**config.mk**
```make
export PLATFORM = sky130hd
export DESIGN_NAME = mod_n_digit_stage
export DESIGN_NICKNAME = d
export VERILOG_FILES = /design/src/rtl/mod_n_digit_stage_pkg.sv /design/src/rtl/mod_n_digit_stage_mod_digit.sv /design/src/rtl/mod_n_digit_stage.sv
export SDC_FILE = /design/constraint.sdc
export NUM_CORES = 1
export LEC_CHECK = 0
export BUFFER_PORTS_ARGS = -buffer_cell sky130_fd_sc_hd__buf_2
export CAP_MARGIN = 20
export CORE_UTILIZATION = 62
export CTS_BUF_LIST = sky130_fd_sc_hd__clkbuf_8
export CTS_CLUSTER_SIZE = 10
export DETAILED_ROUTE_END_ITERATION = 7
export PLACE_DENSITY = 0.87
export SYNTH_ARGS = -nofsm -noshare
export SYNTH_HDL_FRONTEND = slang
export SYNTH_SLANG_ARGS = --single-unit
export TNS_END_PERCENT = 10
```
**constraint.sdc**
```tcl
create_clock -name clk -period 7.05 [get_ports clk]
set_input_delay 0.705 -clock clk [delete_from_list [all_inputs] [get_ports clk]]
set_output_delay 0.705 -clock clk [all_outputs]
set_load 0.02 [all_outputs]
```
**src/rtl/mod_n_digit_stage_pkg.sv**
```systemverilog
`default_nettype none
// +----------------------------------------------------------------------------+
// | Module      : mod_n_digit_stage_pkg                                        |
// | Description : Shared types and helpers for the two-digit modulo stage.     |
// |               Holds the tracking state type, the count direction           |
// |               constants and the modulo step function shared by the         |
// |               units and tens digit counters.                               |
// | Revision    : 1.0 - initial release                                        |
// +----------------------------------------------------------------------------+
package mod_n_digit_stage_pkg;

  // SYNC re-captures the upstream count; TRACK follows it one unit at a time.
  typedef enum logic [0:0] {
    SYNC  = 1'b0,
    TRACK = 1'b1
  } state_t;

  localparam logic DIR_UP   = 1'b0;
  localparam logic DIR_DOWN = 1'b1;

  // One modulo step of a 4-bit digit whose range is 0..modulus-1.
  // modulus is 5 bits wide so that a full 16-value digit can be described.
  function automatic logic [3:0] mod_step(input logic [3:0] val,
                                          input logic [4:0] modulus,
                                          input logic       dir);
    logic [4:0] top_wide;
    logic [3:0] top;
    top_wide = modulus - 5'd1;
    top      = top_wide[3:0];
    if (dir == DIR_UP) begin
      mod_step = (val == top) ? 4'd0 : val + 4'd1;
    end else begin
      mod_step = (val == 4'd0) ? top : val - 4'd1;
    end
  endfunction

endpackage : mod_n_digit_stage_pkg
`default_nettype wire

```
**src/rtl/mod_n_digit_stage_mod_digit.sv**
```systemverilog
`default_nettype none
// +----------------------------------------------------------------------------+
// | Module      : mod_digit                                                    |
// | Description : Single modulo-MODULUS digit counter. Increments or           |
// |               decrements by one per request, wraps at the range ends and   |
// |               raises a registered one-cycle pulse on each wrap. With SAT   |
// |               set the value sticks at the range ends instead of wrapping   |
// |               (the wrap pulse is still raised).                            |
// | Ports       : clk      - rising-edge clock                                 |
// |               rst_n    - asynchronous active-low reset                     |
// |               inc/dec  - step requests (inc wins if both are high)         |
// |               clr      - synchronous clear of value and pulses             |
// |               value    - current digit, 0..MODULUS-1                       |
// |               wrap_up  - pulse: value wrapped MODULUS-1 -> 0               |
// |               wrap_dn  - pulse: value wrapped 0 -> MODULUS-1               |
// | Revision    : 1.0 - initial release                                        |
// +----------------------------------------------------------------------------+
module mod_digit
  import mod_n_digit_stage_pkg::*;
#(
  parameter int MODULUS = 10,
  parameter bit SAT     = 1'b0
) (
  input  logic       clk,
  input  logic       rst_n,
  input  logic       inc,
  input  logic       dec,
  input  logic       clr,
  output logic [3:0] value,
  output logic       wrap_up,
  output logic       wrap_dn
);

  localparam logic [4:0] C_MOD = 5'(MODULUS);
  localparam logic [3:0] C_MAX = 4'(MODULUS - 1);

  logic [3:0] r_value;
  logic       r_wrap_up;
  logic       r_wrap_dn;
  logic [3:0] w_next;
  logic       w_wrap_up;
  logic       w_wrap_dn;

  always_comb begin
    w_next    = r_value;
    w_wrap_up = 1'b0;
    w_wrap_dn = 1'b0;
    if (inc) begin
      w_wrap_up = (r_value == C_MAX);
      w_next    = (SAT && w_wrap_up) ? r_value : mod_step(r_value, C_MOD, DIR_UP);
    end else if (dec) begin
      w_wrap_dn = (r_value == 4'd0);
      w_next    = (SAT && w_wrap_dn) ? r_value : mod_step(r_value, C_MOD, DIR_DOWN);
    end
  end

  always_ff @(posedge clk or negedge rst_n) begin
    if (!rst_n) begin
      r_value   <= 4'd0;
      r_wrap_up <= 1'b0;
      r_wrap_dn <= 1'b0;
    end else if (clr) begin
      r_value   <= 4'd0;
      r_wrap_up <= 1'b0;
      r_wrap_dn <= 1'b0;
    end else begin
      r_value   <= w_next;
      r_wrap_up <= w_wrap_up;
      r_wrap_dn <= w_wrap_dn;
    end
  end

  assign value   = r_value;
  assign wrap_up = r_wrap_up;
  assign wrap_dn = r_wrap_dn;

endmodule : mod_digit
`default_nettype wire

```
**src/rtl/mod_n_digit_stage.sv**
```systemverilog
`default_nettype none
// +----------------------------------------------------------------------------+
// | Module      : mod_n_digit_stage                                            |
// | Description : Follows the raw count of an upstream up/down counter and     |
// |               folds every unit step into a units digit (modulo MOD) that   |
// |               cascades into a tens digit (modulo TENS_MOD). Raises         |
// |               carry/borrow pulses on units wraps and a sticky jump_err     |
// |               on any count change that is not a unit step in the           |
// |               direction given by mode.                                     |
// | Ports       : clk      - rising-edge clock (shared with upstream counter)  |
// |               reset    - asynchronous active-low reset                     |
// |               cnt_in   - upstream raw count                                |
// |               mode     - upstream direction, 0 = up, 1 = down              |
// |               clr      - synchronous clear (upstream counter reset)        |
// |               digit    - units digit                                       |
// |               tens     - tens digit                                        |
// |               carry    - pulse on units wrap MOD-1 -> 0                    |
// |               borrow   - pulse on units wrap 0 -> MOD-1                    |
// |               jump_err - sticky non-unit / wrong-direction step flag       |
// | Options     : TENS_SAT_EN - when defined, tens saturates at 0 and          |
// |               TENS_MOD-1 instead of wrapping.                              |
// | Revision    : 1.0 - initial release                                        |
// +----------------------------------------------------------------------------+
module mod_n_digit_stage
  import mod_n_digit_stage_pkg::*;
#(
  parameter int CW       = 4,
  parameter int MOD      = 5,
  parameter int TENS_MOD = 10
) (
  input  logic          clk,
  input  logic          reset,
  input  logic [CW-1:0] cnt_in,
  input  logic          mode,
  input  logic          clr,
  output logic [3:0]    digit,
  output logic [3:0]    tens,
  output logic          carry,
  output logic          borrow,
  output logic          jump_err
);

`ifdef TENS_SAT_EN
  localparam bit C_TENS_SAT = 1'b1;
`else
  localparam bit C_TENS_SAT = 1'b0;
`endif

  localparam logic [3:0] C_UNITS_MAX = 4'(MOD - 1);

  state_t        r_state;
  state_t        w_state_next;
  logic [CW-1:0] r_prev;
  logic [CW-1:0] w_delta;
  logic          r_jump_err;
  logic          w_up_step;
  logic          w_dn_step;
  logic          w_bad_step;
  logic          w_tens_inc;
  logic          w_tens_dec;
  logic          w_tens_wrap_up;
  logic          w_tens_wrap_dn;
  logic          w_unused_tens_wrap;

  // Modular difference makes the upstream 15->0 and 0->15 wraps unit steps.
  assign w_delta = cnt_in - r_prev;

  always_comb begin
    w_state_next = r_state;
    w_up_step    = 1'b0;
    w_dn_step    = 1'b0;
    w_bad_step   = 1'b0;
    case (r_state)
      SYNC: begin
        w_state_next = TRACK;
      end
      TRACK: begin
        if (w_delta == '0) begin
          w_state_next = TRACK;
        end else if ((w_delta == CW'(1)) && (mode == DIR_UP)) begin
          w_up_step = 1'b1;
        end else if ((w_delta == {CW{1'b1}}) && (mode == DIR_DOWN)) begin
          w_dn_step = 1'b1;
        end else begin
          w_bad_step   = 1'b1;
          w_state_next = SYNC;
        end
      end
      default: begin
        w_state_next = SYNC;
      end
    endcase
    // clr overrides any step decision made this cycle.
    if (clr) begin
      w_up_step    = 1'b0;
      w_dn_step    = 1'b0;
      w_bad_step   = 1'b0;
      w_state_next = SYNC;
    end
  end

  always_ff @(posedge clk or negedge reset) begin
    if (!reset) begin
      r_state <= SYNC;
    end else begin
      r_state <= w_state_next;
    end
  end

  // prev follows cnt_in every cycle: SYNC captures it, TRACK compares against it.
  // jump_err survives clr and only reset drops it.
  always_ff @(posedge clk or negedge reset) begin
    if (!reset) begin
      r_prev     <= '0;
      r_jump_err <= 1'b0;
    end else begin
      r_prev <= cnt_in;
      if (w_bad_step) begin
        r_jump_err <= 1'b1;
      end
    end
  end

  // Tens moves on the same edge on which units wraps.
  assign w_tens_inc = w_up_step && (digit == C_UNITS_MAX);
  assign w_tens_dec = w_dn_step && (digit == 4'd0);

  mod_digit #(
    .MODULUS (MOD),
    .SAT     (1'b0)
  ) u_units (
    .clk     (clk),
    .rst_n   (reset),
    .inc     (w_up_step),
    .dec     (w_dn_step),
    .clr     (clr),
    .value   (digit),
    .wrap_up (carry),
    .wrap_dn (borrow)
  );

  mod_digit #(
    .MODULUS (TENS_MOD),
    .SAT     (C_TENS_SAT)
  ) u_tens (
    .clk     (clk),
    .rst_n   (reset),
    .inc     (w_tens_inc),
    .dec     (w_tens_dec),
    .clr     (clr),
    .value   (tens),
    .wrap_up (w_tens_wrap_up),
    .wrap_dn (w_tens_wrap_dn)
  );

  // Tens wrap pulses have no consumer at this level.
  assign w_unused_tens_wrap = w_tens_wrap_up | w_tens_wrap_dn;

  assign jump_err = r_jump_err;

endmodule : mod_n_digit_stage
`default_nettype wire

```
==> run_results.csv <==
group,metric,value,unit
logic_synthesis,synth_top_family_by_area,"simple AND/OR/NAND/NOR gates",
global_routing,gr-total-overflow,0,
min_path,min_path_type,"input port to asynchronous set/reset pin",
global_routing,grt_pass1_wl,3967,microns
setup_path,crit_required,7.20,ns
floorplanning,rows,15,
logic_synthesis,synth.ff_latch_count,16,
setup_path,path_class,"input port to flip-flop",
logic_synthesis,synth.area.mux_share,3.712,%
sta,final-max-slew-violation-count,0,
run_status,outcome,"finished, final reports clean",
global_routing,antenna_found_initial,0,
logic_synthesis,syn-cell-area,0.001146,sq mm
sta,period_share,38.75,%
logic_synthesis,async_reset_ff_share,100.0,%
cts,cts_setup_buffers,0,
logic_synthesis,synth-xor-area-share,1.528,%
placement,gp_congestion,0.8994,
setup_path,cp_max_fo,5,
finish,final_cell_mix,"buf_2, dfrtp_1, inv_1",
setup_path,r2r-start,"r_prev[0]",
detailed_routing,drt_first_iter_violations,12,
logic_synthesis,synth_area_per_cell,9.394,sq um
cts,clockRootBuffer,"clkbuf_8",
sta,finalCriticalPeriod,2.732,ns
detailed_routing,wire_per_inst,14.26,microns
sta,setup_viol,0,
finish,syn_to_final_growth,13.76,%
cts,cts.clk_slew.worst_paths,0.07,ns
cts,cts_buffer_depth,2,
cts,cts_buffers,3,
logic_synthesis,synth-edff-count,0,
sta,hold_violations,0,
floorplanning,die_width,45.00,microns
global_routing,gr-usage-all-layers,27.98,%
pwr,ir_drop,0.1594,mV
detailed_routing,dr.pass1.iters,4,
setup_path,r2r_slack,4.59,ns
placement,port-buffer-count,18,
sta,setup-tns-final,0,ns
logic_synthesis,synthAdderAreaFrac,10.48,%
logic_synthesis,synth_cells,122,
floorplanning,dieHeight,45.00,microns
setup_path,endpoint_kind,"flip-flop",
cts,cts.sinks,16,
setup_path,r2r_cells,8,
detailed_routing,viasPerCell,5.940,
floorplanning,dieArea,0.002025,sq mm
detailed_routing,detailroute.via_count,992,
sta,worstMarginPinSlew,0.5587,ns
pwr,power_density,164.0,mW/mm^2
floorplanning,io_pins,19,
logic_synthesis,synth_simple_gate_area_share,21.94,%
logic_synthesis,yosys_warnings,0,
placement,post-place-ws,3.668,ns
sta,fmax,366.1,MHz
global_routing,grt_max_degree,17,
sta,rsz0062_at_grt,"false",
logic_synthesis,synth_seq_area_share,34.93,%
detailed_routing,ant_nets,0,
finish,layout.nets,160,
detailed_routing,postRouteWirelength,2381,microns
cts,cts_max_level,1,
finish,insertedDiodeCount,0,
cts,hold_buffers,0,
finish,drive_above_1_share,21.83,%
logic_synthesis,synth_top_flop_cell,"dfrtp_1",
placement,dp_hpwl,1739,microns
sta,slew_headroom,62.36,%
logic_synthesis,syn_nets,139,
global_routing,grt_pass1_vias,957,
logic_synthesis,synth_compound_area_share,21.40,%
setup_path,cp.arrival,2.88,ns
job,cap_violations,0,
setup_path,startpoint_type,"input port",
finish,mostFrequentLayoutCell,"buf_2",
pwr,p_leak,0.6191,nW
detailed_routing,drc_errors,0,
sta,fin_skew,0.006137,ns
sta,worst_slack,4.318,ns
floorplanning,core_region_area,0.001727,sq mm
logic_synthesis,ys_types,42,
floorplanning,start_util,66.38,%
cts,cts_tree,"built",
cts,ctsResizeCount,0,
setup_path,r2r_end,"u_tens.value[1]",
cts,clk_latency,0.26,ns
per-stage QoR:
step	instances	hold slack (ns)	power, mW	instance area (sq um)	util, %
floorplan	122	0.4094	0.1232	1146	-
global placement	162	0.4474	0.1298	1244	72.03
detailed placement	162	0.4592	0.1314	1244	72.03
CTS	166	0.3620	0.2140	1299	75.22
global route	167	0.3806	0.2250	1304	75.51
finish	167	0.3476	0.2139	1304	75.51
final cells by class:
cell class,instances,area [sq um]
Clock buffer,4,55.05
Fill cell,135,422.9
Inverter,12,45.04
Multi-Input combinational cell,91,676.9
Sequential cell,16,400.4
Tap cell,25,31.28
Timing Repair Buffer,19,95.09
power breakdown:
group	total, mW	internal [mW]	switching, mW
Combinational	0.0345	0.0122	0.0224
Sequential	0.0959	0.0941	0.00179
Clock	0.0835	0.0497	0.0338
worst max-delay path, stage by stage:
cell	delay (ns)
buf_2	0.10
inv_1	0.05
ha_1	0.16
inv_1	0.06
fa_1	0.37
xor2_1	0.38
nand2_1	0.24
a211o_1	0.38
mux2_2	0.28
o21a_1	0.16
synthesized netlist by cell type (all sizes together), types with 3 or more instances:
cell type | number | area (sq um)
and3 | 3 | 18.77
o21ai | 5 | 25.02
and3b | 3 | 26.28
nand3 | 8 | 40.04
nor3 | 4 | 25.02
ha | 8 | 100.1
dfrtp | 16 | 400.4
inv | 12 | 45.04
nand2 | 7 | 26.28
nor2 | 7 | 26.28
a2111oi | 4 | 60.06
a211oi | 4 | 30.03
a21oi | 8 | 40.04
buf | 3 | 23.77
worst max path at each step:
| stage | from | end | slack [ns] | cells past startpoint |
|---|---|---|---|---|
| 5_1_grt | cnt_in[0] | u_tens.value[0] | 4.12 | 10 |
| 2_1_floorplan | cnt_in[0] | u_tens.value[1] | 4.37 | 9 |
| 3_3_place_gp | cnt_in[2] | u_units.value[2] | 3.77 | 7 |
| 6_report | cnt_in[0] | u_tens.value[1] | 4.32 | 10 |
| 4_1_cts | cnt_in[2] | u_units.value[2] | 3.93 | 7 |
| 3_5_place_dp | cnt_in[2] | u_units.value[2] | 3.67 | 7 |
flip-flops by register name, indices dropped and copies added, names as in the netlist:
name             count
jump_err             1
r_prev               4
r_state              1
u_tens.value         4
u_units.value        4
u_units.wrap_dn      1
u_units.wrap_up      1
kinds of logic (layout without fill, tap and decap cells):
group | after synthesis | after routing
XOR/XNOR | 2 | 2
buffers and inverters | 15 | 35
flip-flops | 16 | 16
multiplexers | 4 | 4
AO/OA/AOI/OAI | 33 | 33
adder cells (fa/ha/maj) | 9 | 9
AND/OR/NAND/NOR | 43 | 43
routing by layer:
layer  vias up  GRT usage (%)  routed length (microns)
met5         -              0                        0
met1       474          32.15                     1038
met4         0          19.39                       72
met3         6          4.000                       78
met2        26          47.54                     1191
li1        486              -                        -
Note: power is estimated with default switching activity, not from simulation.
